**src/rtl/cv32e40p_obi_sram_pkg.sv**
```systemverilog
`default_nettype none
// ============================================================================
//  Module      : cv32e40p_obi_sram_pkg
//  Description : Shared types and helpers for the OBI-to-SRAM bridge:
//                grant-owner encoding, response register layout and the
//                SRAM window check.
//  Revision    : 1.0  initial release
// ============================================================================
package cv32e40p_obi_sram_pkg;

    // Bit positions of the one-hot grant vector produced by the arbiter.
    localparam int unsigned c_gnt_instr = 0;
    localparam int unsigned c_gnt_data  = 1;

    typedef enum logic {
        OWNER_INSTR = 1'b0,
        OWNER_DATA  = 1'b1
    } owner_e;

    // State carried from the grant cycle into the response cycle.
    typedef struct packed {
        owner_e owner;
        logic   in_win;
        logic   valid;
    } rsp_reg_t;

    // True iff base <= addr < base + words*4. The arithmetic is done on 34
    // bits so that a window ending at 2^32 does not wrap.
    function automatic logic in_window(input logic [31:0]  addr,
                                       input logic [31:0]  base,
                                       input int unsigned  words);
        logic [33:0] span;
        logic [33:0] offs;
        span = {2'b00, words} << 2;
        offs = {2'b00, addr} - {2'b00, base};
        return (addr >= base) && (offs < span);
    endfunction

endpackage
`default_nettype wire

```
**src/rtl/cv32e40p_obi_sram_arb.sv**
```systemverilog
`default_nettype none
// ============================================================================
//  Module      : cv32e40p_obi_sram_arb
//  Description : Two-port request arbiter producing a one-hot grant.
//                Default: fixed priority, data over instr.
//                With CV32E40P_OBI_SRAM_RR_ARB_EN defined: round-robin using
//                a 1-bit last-owner register (resets to instr).
//  Ports       : clk, rst  (clk only present in the round-robin build)
//                i_instr_req, i_data_req : requests
//                o_gnt[1:0]              : one-hot grant {data, instr}
//  Revision    : 1.0  initial release
// ============================================================================
module cv32e40p_obi_sram_arb
    import cv32e40p_obi_sram_pkg::*;
(
`ifdef CV32E40P_OBI_SRAM_RR_ARB_EN
    input  logic       clk,
`endif
    input  logic       rst,
    input  logic       i_instr_req,
    input  logic       i_data_req,
    output logic [1:0] o_gnt
);

    logic [1:0] w_gnt;

`ifdef CV32E40P_OBI_SRAM_RR_ARB_EN
    owner_e r_last_owner;

    always_ff @(posedge clk) begin
        if (rst) begin
            r_last_owner <= OWNER_INSTR;
        end else if (|w_gnt) begin
            r_last_owner <= w_gnt[c_gnt_data] ? OWNER_DATA : OWNER_INSTR;
        end
    end

    always_comb begin
        w_gnt = 2'b00;
        if (!rst) begin
            if (i_instr_req && i_data_req) begin
                // Contention: the port that did not win last time goes now.
                if (r_last_owner == OWNER_INSTR) begin
                    w_gnt[c_gnt_data] = 1'b1;
                end else begin
                    w_gnt[c_gnt_instr] = 1'b1;
                end
            end else begin
                w_gnt[c_gnt_data]  = i_data_req;
                w_gnt[c_gnt_instr] = i_instr_req;
            end
        end
    end
`else
    always_comb begin
        w_gnt = 2'b00;
        if (!rst) begin
            w_gnt[c_gnt_data]  = i_data_req;
            w_gnt[c_gnt_instr] = i_instr_req && !i_data_req;
        end
    end
`endif

    assign o_gnt = w_gnt;

endmodule
`default_nettype wire

```
**src/rtl/cv32e40p_obi_sram_bridge.sv**
```systemverilog
`default_nettype none
// ============================================================================
//  Module      : cv32e40p_obi_sram_bridge
//  Description : Bridges the core's OBI instruction and data ports onto one
//                single-port SRAM with 1-cycle read latency. One access per
//                cycle; responses arrive exactly one cycle after the grant.
//                Accesses outside the SRAM window are granted and answered
//                with zero data, never reach the SRAM, and are recorded in a
//                sticky error flag plus first-offender address.
//  Options     : CV32E40P_OBI_SRAM_RR_ARB_EN -> round-robin arbitration
//                (default: data has fixed priority over instr)
//  Ports       : clk_i, rst_i (sync, active high)
//                instr_* : OBI instruction port (read only)
//                data_*  : OBI data port
//                sram_*  : SRAM macro interface
//                oob_err_o, oob_addr_o : out-of-window diagnostics
//  Revision    : 1.0  initial release
// ============================================================================
module cv32e40p_obi_sram_bridge
    import cv32e40p_obi_sram_pkg::*;
#(
    parameter  int unsigned MEM_WORDS = 16384,
    parameter  logic [31:0] ADDR_BASE = 32'h0000_0000,
    localparam int unsigned AW        = $clog2(MEM_WORDS)
) (
    input  logic          clk_i,
    input  logic          rst_i,

    input  logic          instr_req_i,
    output logic          instr_gnt_o,
    output logic          instr_rvalid_o,
    input  logic [31:0]   instr_addr_i,
    output logic [31:0]   instr_rdata_o,

    input  logic          data_req_i,
    output logic          data_gnt_o,
    output logic          data_rvalid_o,
    input  logic          data_we_i,
    input  logic [3:0]    data_be_i,
    input  logic [31:0]   data_addr_i,
    input  logic [31:0]   data_wdata_i,
    output logic [31:0]   data_rdata_o,

    output logic          sram_ce_o,
    output logic          sram_we_o,
    output logic [3:0]    sram_be_o,
    output logic [AW-1:0] sram_addr_o,
    output logic [31:0]   sram_wdata_o,
    input  logic [31:0]   sram_rdata_i,

    output logic          oob_err_o,
    output logic [31:0]   oob_addr_o
);

    // ------------------------------------------------------------------
    // Arbitration
    // ------------------------------------------------------------------
    logic [1:0] w_gnt;

    cv32e40p_obi_sram_arb u_arb (
`ifdef CV32E40P_OBI_SRAM_RR_ARB_EN
        .clk         (clk_i),
`endif
        .rst         (rst_i),
        .i_instr_req (instr_req_i),
        .i_data_req  (data_req_i),
        .o_gnt       (w_gnt)
    );

    logic w_gnt_data;
    logic w_any_gnt;
    assign w_gnt_data = w_gnt[c_gnt_data];
    assign w_any_gnt  = |w_gnt;

    // ------------------------------------------------------------------
    // Window check and SRAM drive
    // ------------------------------------------------------------------
    logic          w_instr_in_win;
    logic          w_data_in_win;
    logic          w_in_win;
    logic          w_ce;
    logic [AW-1:0] w_instr_waddr;
    logic [AW-1:0] w_data_waddr;
    logic [31:0]   w_req_addr;

    assign w_instr_in_win = in_window(instr_addr_i, ADDR_BASE, MEM_WORDS);
    assign w_data_in_win  = in_window(data_addr_i,  ADDR_BASE, MEM_WORDS);
    assign w_in_win       = w_gnt_data ? w_data_in_win : w_instr_in_win;
    assign w_req_addr     = w_gnt_data ? data_addr_i : instr_addr_i;

    // The base is aligned to the window size, so only the word-index bits
    // of the offset matter and no wider subtraction is needed.
    assign w_instr_waddr  = instr_addr_i[AW+1:2] - ADDR_BASE[AW+1:2];
    assign w_data_waddr   = data_addr_i[AW+1:2]  - ADDR_BASE[AW+1:2];

    assign w_ce           = w_any_gnt && w_in_win;

    assign sram_ce_o      = w_ce;
    assign sram_we_o      = w_ce && w_gnt_data && data_we_i;
    assign sram_be_o      = !w_ce     ? 4'h0 :
                            w_gnt_data ? data_be_i : 4'hF;
    assign sram_addr_o    = !w_any_gnt ? '0 :
                            w_gnt_data ? w_data_waddr : w_instr_waddr;
    assign sram_wdata_o   = w_gnt_data ? data_wdata_i : 32'h0;

    assign instr_gnt_o    = w_gnt[c_gnt_instr];
    assign data_gnt_o     = w_gnt_data;

    // ------------------------------------------------------------------
    // Response tracking
    // ------------------------------------------------------------------
    rsp_reg_t r_rsp;
    logic     r_rsp_wr;

    always_ff @(posedge clk_i) begin
        if (rst_i) begin
            r_rsp    <= '0;
            r_rsp_wr <= 1'b0;
        end else begin
            r_rsp.valid  <= w_any_gnt;
            r_rsp.in_win <= w_in_win;
            r_rsp.owner  <= w_gnt_data ? OWNER_DATA : OWNER_INSTR;
            r_rsp_wr     <= w_gnt_data && data_we_i;
        end
    end

    logic        w_instr_rv;
    logic        w_data_rv;
    logic [31:0] w_rsp_rdata;

    // Qualifying with rst_i drops the response of a grant issued in the
    // cycle just before reset was asserted.
    assign w_instr_rv  = r_rsp.valid && (r_rsp.owner == OWNER_INSTR) && !rst_i;
    assign w_data_rv   = r_rsp.valid && (r_rsp.owner == OWNER_DATA)  && !rst_i;
    assign w_rsp_rdata = (r_rsp.in_win && !r_rsp_wr) ? sram_rdata_i : 32'h0;

    // Each port's rdata holds its last response while the other port owns
    // the SRAM.
    logic [31:0] r_instr_rdata;
    logic [31:0] r_data_rdata;

    always_ff @(posedge clk_i) begin
        if (rst_i) begin
            r_instr_rdata <= 32'h0;
            r_data_rdata  <= 32'h0;
        end else begin
            if (w_instr_rv) begin
                r_instr_rdata <= w_rsp_rdata;
            end
            if (w_data_rv) begin
                r_data_rdata <= w_rsp_rdata;
            end
        end
    end

    assign instr_rvalid_o = w_instr_rv;
    assign data_rvalid_o  = w_data_rv;
    assign instr_rdata_o  = rst_i      ? 32'h0 :
                            w_instr_rv ? w_rsp_rdata : r_instr_rdata;
    assign data_rdata_o   = rst_i      ? 32'h0 :
                            w_data_rv  ? w_rsp_rdata : r_data_rdata;

    // ------------------------------------------------------------------
    // Out-of-window diagnostics (sticky until reset)
    // ------------------------------------------------------------------
    logic        r_oob_err;
    logic [31:0] r_oob_addr;

    always_ff @(posedge clk_i) begin
        if (rst_i) begin
            r_oob_err  <= 1'b0;
            r_oob_addr <= 32'h0;
        end else if (w_any_gnt && !w_in_win) begin
            r_oob_err <= 1'b1;
            if (!r_oob_err) begin
                r_oob_addr <= w_req_addr;
            end
        end
    end

    assign oob_err_o  = r_oob_err  && !rst_i;
    assign oob_addr_o = rst_i ? 32'h0 : r_oob_addr;

endmodule
`default_nettype wire

```
**config.mk**
```make
export PLATFORM = sky130hd
export DESIGN_NAME = cv32e40p_obi_sram_bridge
export DESIGN_NICKNAME = d
export VERILOG_FILES = /design/src/rtl/cv32e40p_obi_sram_pkg.sv /design/src/rtl/cv32e40p_obi_sram_arb.sv /design/src/rtl/cv32e40p_obi_sram_bridge.sv
export SDC_FILE = /design/constraint.sdc
export NUM_CORES = 1
export LEC_CHECK = 0
export ABC_CLOCK_PERIOD_IN_PS = 4430
export BUFFER_PORTS_ARGS = -buffer_cell sky130_fd_sc_hd__buf_2
export CORE_AREA = 2 2 113 115
export CTS_CLUSTER_DIAMETER = 50
export CTS_CLUSTER_SIZE = 16
export DETAILED_ROUTE_END_ITERATION = 10
export DIE_AREA = 0 0 115 117
export PLACE_DENSITY = 0.73
export SLEW_MARGIN = 10
export SYNTH_ARGS = -nofsm -noshare
export SYNTH_HDL_FRONTEND = slang
export SYNTH_SLANG_ARGS = --single-unit
```
**constraint.sdc**
```tcl
create_clock -name clk_i -period 4.43 [get_ports clk_i]
set_input_delay 0 -clock clk_i [delete_from_list [all_inputs] [get_ports clk_i]]
set_output_delay 0 -clock clk_i [all_outputs]
set_load 0.01 [all_outputs]
```
==> impl_metrics.toml <==
[route]
met1_length_mm = 5.93
finalWirelength_mm = 14.7
top_layer = "met4"
wl_per_cell_um = 15.1
drt-vias-per-instance = 4.91
wl_met3_um = 971
vias = 4759
met2_length_mm = 7.38
drtAntennaViolNets = 0
first_pass_iters = 7
drc = 0
drtIter0Drc = 285

[cells_and_area]
layout-drive-gt1-share = 0.388
final-seq-area_um2 = 2020
final_common_cell = "buf_2"
fill_cells = 1134
final_cell_mix = "buf_2, dfxtp_1, nand3b_1, o21ai_0, nor2_1"
final_nets = 953
area_growth_pct = 45.0
diodes = 0
multiInputGateArea_um2 = 2480

[power_and_ir_drop]
clkPwrFrac = 0.392
p_per_area_nw_per_um2 = 294
sequentialPowerShare = 0.464
net-switching-power_uw = 480
netSwitchingFraction = 0.239
internal_power_uw = 1530
p_leak_uw = 0.00342
ir_drop_mv = 0.161
pwr-share-comb = 0.144

[grt]
grt_max_degree = 72
antenna_found_initial = 0
grt-ovfl-total = 0
grt_first_pass_wirelength_mm = 21.6
grt_usage = 0.206
first_global_vias = 4385

[timing]
period_share = 0.509
min_period_ns = 2.26
rsz0062_at_grt = "no"
fmax_ghz = 0.443
worstMarginPinSlew_ns = 0.831
slew_violations = 0
hold_viol = 0
setup_viol = 0
clock_skew_ns = 0.00443
whs_ns = 0.0153
finalSetupTns_ns = 0
relSlewSlack = 0.446

[floorplanning]
dieWidth_um = 115
core_um2 = 12300
start_util = 0.383
pin_count = 290
die_h_um = 117
rows = 41
fp.dieArea_um2 = 13500

[clock_network]
clkTransAtPathRegs_ns = 0.07
post_cts_resize_count = 0
cts_buffer_depth = 2
numCtsBuffers = 9
cts_tree = "yes"
htreeDepth = 3
cts-root-buf = "clkbuf_16"
cts.sinks = 101
clock_latency_ns = 0.34

[critical_path]
crit_path_max_fanout = 46
cp-end-kind = "output pin"
cp.required_ns = 4.43
r2r_start = "r_rsp[0]$_SDFF_PP0_"
crit_chain = "or3b_2 > buf_4 > o21ai_0 > buf_2"
crit_start = "r_rsp[0]$_SDFF_PP0_"
crit_arrival_ns = 2.26
max_stage_delay_ns = 0.79
crit_slowest_cell = "or3b_2"
critPathKind = "reg -> out"
cp-start-kind = "register"

[place]
portBuffers = 289
dp_hpwl_mm = 10.5
place_congestion = 0.850

[min_path]
hp-start = "instr_addr_i[1]"
hold_path.class = "in -> reg"

[yosys]
syn_avg_cell_area_um2 = 9.04
syn_inst = 522
synth_cell_types = 27
ys_warn_count = 0
synthesis.area_um2 = 4720
syn-num-nets = 659
yosysSeqAreaShare = 0.429
ys_seq_elements = 101

[run]
cap_violations = 0

[status]
status = "finished clean"
==> logic make-up (layout without fill, tap and decap cells) <==
logic type      Yosys count  in the layout  synth area share
flops                   101            101             0.429
mux                      64             64             0.144
simple gates            221            221             0.273
buf+inv                  51            349            0.0472
compound gates           85             85             0.107
==> worst paths after layout <==
| check | to | slack, ns | cells past startpoint |
|---|---|---|---|
| max reg2reg | r_instr_rdata[11]$_DFF_P_ | 2.60 | 4 |
| min reg2reg | r_data_rdata[18]$_DFF_P_ | 0.49 | 2 |
| max | instr_rdata_o[11] | 2.17 | 4 |
| min | r_oob_addr[1]$_SDFFE_PP0P_ | 0.02 | 4 |
==> worst max-delay path, delay by kind of cell, from the launching register on <==
family                 cells  cell delay [ns]
AO/OA/AOI/OAI              1             0.26
buffers and inverters      2             0.52
flip-flops                 1             0.33
AND/OR/NAND/NOR            1             0.79
==> per-layer routing <==
metal,track usage,vias to the layer above
li1,-,2379
met1,0.233,2145
met2,0.367,213
met3,0.0566,22
met4,0.0827,0
met5,0,-
==> state kept, by name, indices dropped and copies added (netlist names) <==
| name | count |
|---|---|
| r_rsp | 3 |
| r_oob_err | 1 |
| r_data_rdata | 32 |
| r_instr_rdata | 32 |
| r_rsp_wr | 1 |
| r_oob_addr | 32 |
==> metrics by stage <==
| step | instances | util | total power [uW] | instance area, um2 | setup slack [ns] |
|---|---|---|---|---|---|
| 5_1_grt | 970 | 0.556 | 2080 | 6840 | 2.01 |
| 3_3_place_gp | 922 | 0.505 | 1220 | 6220 | 2.23 |
| 4_1_cts | 970 | 0.556 | 2030 | 6840 | 2.16 |
| 6_report | 970 | 0.556 | 2010 | 6840 | 2.17 |
| 3_5_place_dp | 922 | 0.505 | 1220 | 6220 | 2.17 |
| 2_1_floorplan | 522 | - | 1100 | 4720 | 2.81 |
==> power by group through the flow <==
| stage | logic [uW] | clock network, uW | registers [uW] |
|---|---|---|---|
| finish | 289 | 787 | 932 |
| global route | 316 | 835 | 933 |
| CTS | 290 | 806 | 932 |
| detailed placement | 266 | 0 | 953 |
| global placement | 264 | 0 | 952 |
| floorplan | 149 | 0 | 951 |
==> cells in the mapped netlist (all sizes together) <==
cell type  count  share of area
dfxtp        101           0.43
nand3b        65           0.10
o21ai         64          0.068
nor2          41          0.033
clkbuf        40          0.032
nor2b         36          0.049
and2          33          0.044
nand2         33          0.026
mux2          32          0.076
mux2i         32          0.068
a22o          14          0.026
buf            8          0.013
nor4           7         0.0093
a21oi          5         0.0053
inv            3         0.0024
and3           2         0.0027
a2111oi        1         0.0058
a21o           1         0.0016
nand3          1         0.0011
nor3b          1         0.0016
or3b           1         0.0019
or4            1         0.0016
==> cell type report <==
cell class,instances,area share
well taps,150,0.0274
repair buffers,331,0.270
clock buffers,12,0.0360
flip-flops and latches,101,0.296
clock inverters,3,0.00677
inverters,3,0.00165
multi-input cells,370,0.363
==> repair_timing <==
item                      4_1_cts  5_1_grt
setup buffers                   0        0
hold buffers                   33        0
hold endpoints to repair       60        0
Note: power is estimated with default switching activity, not from simulation.
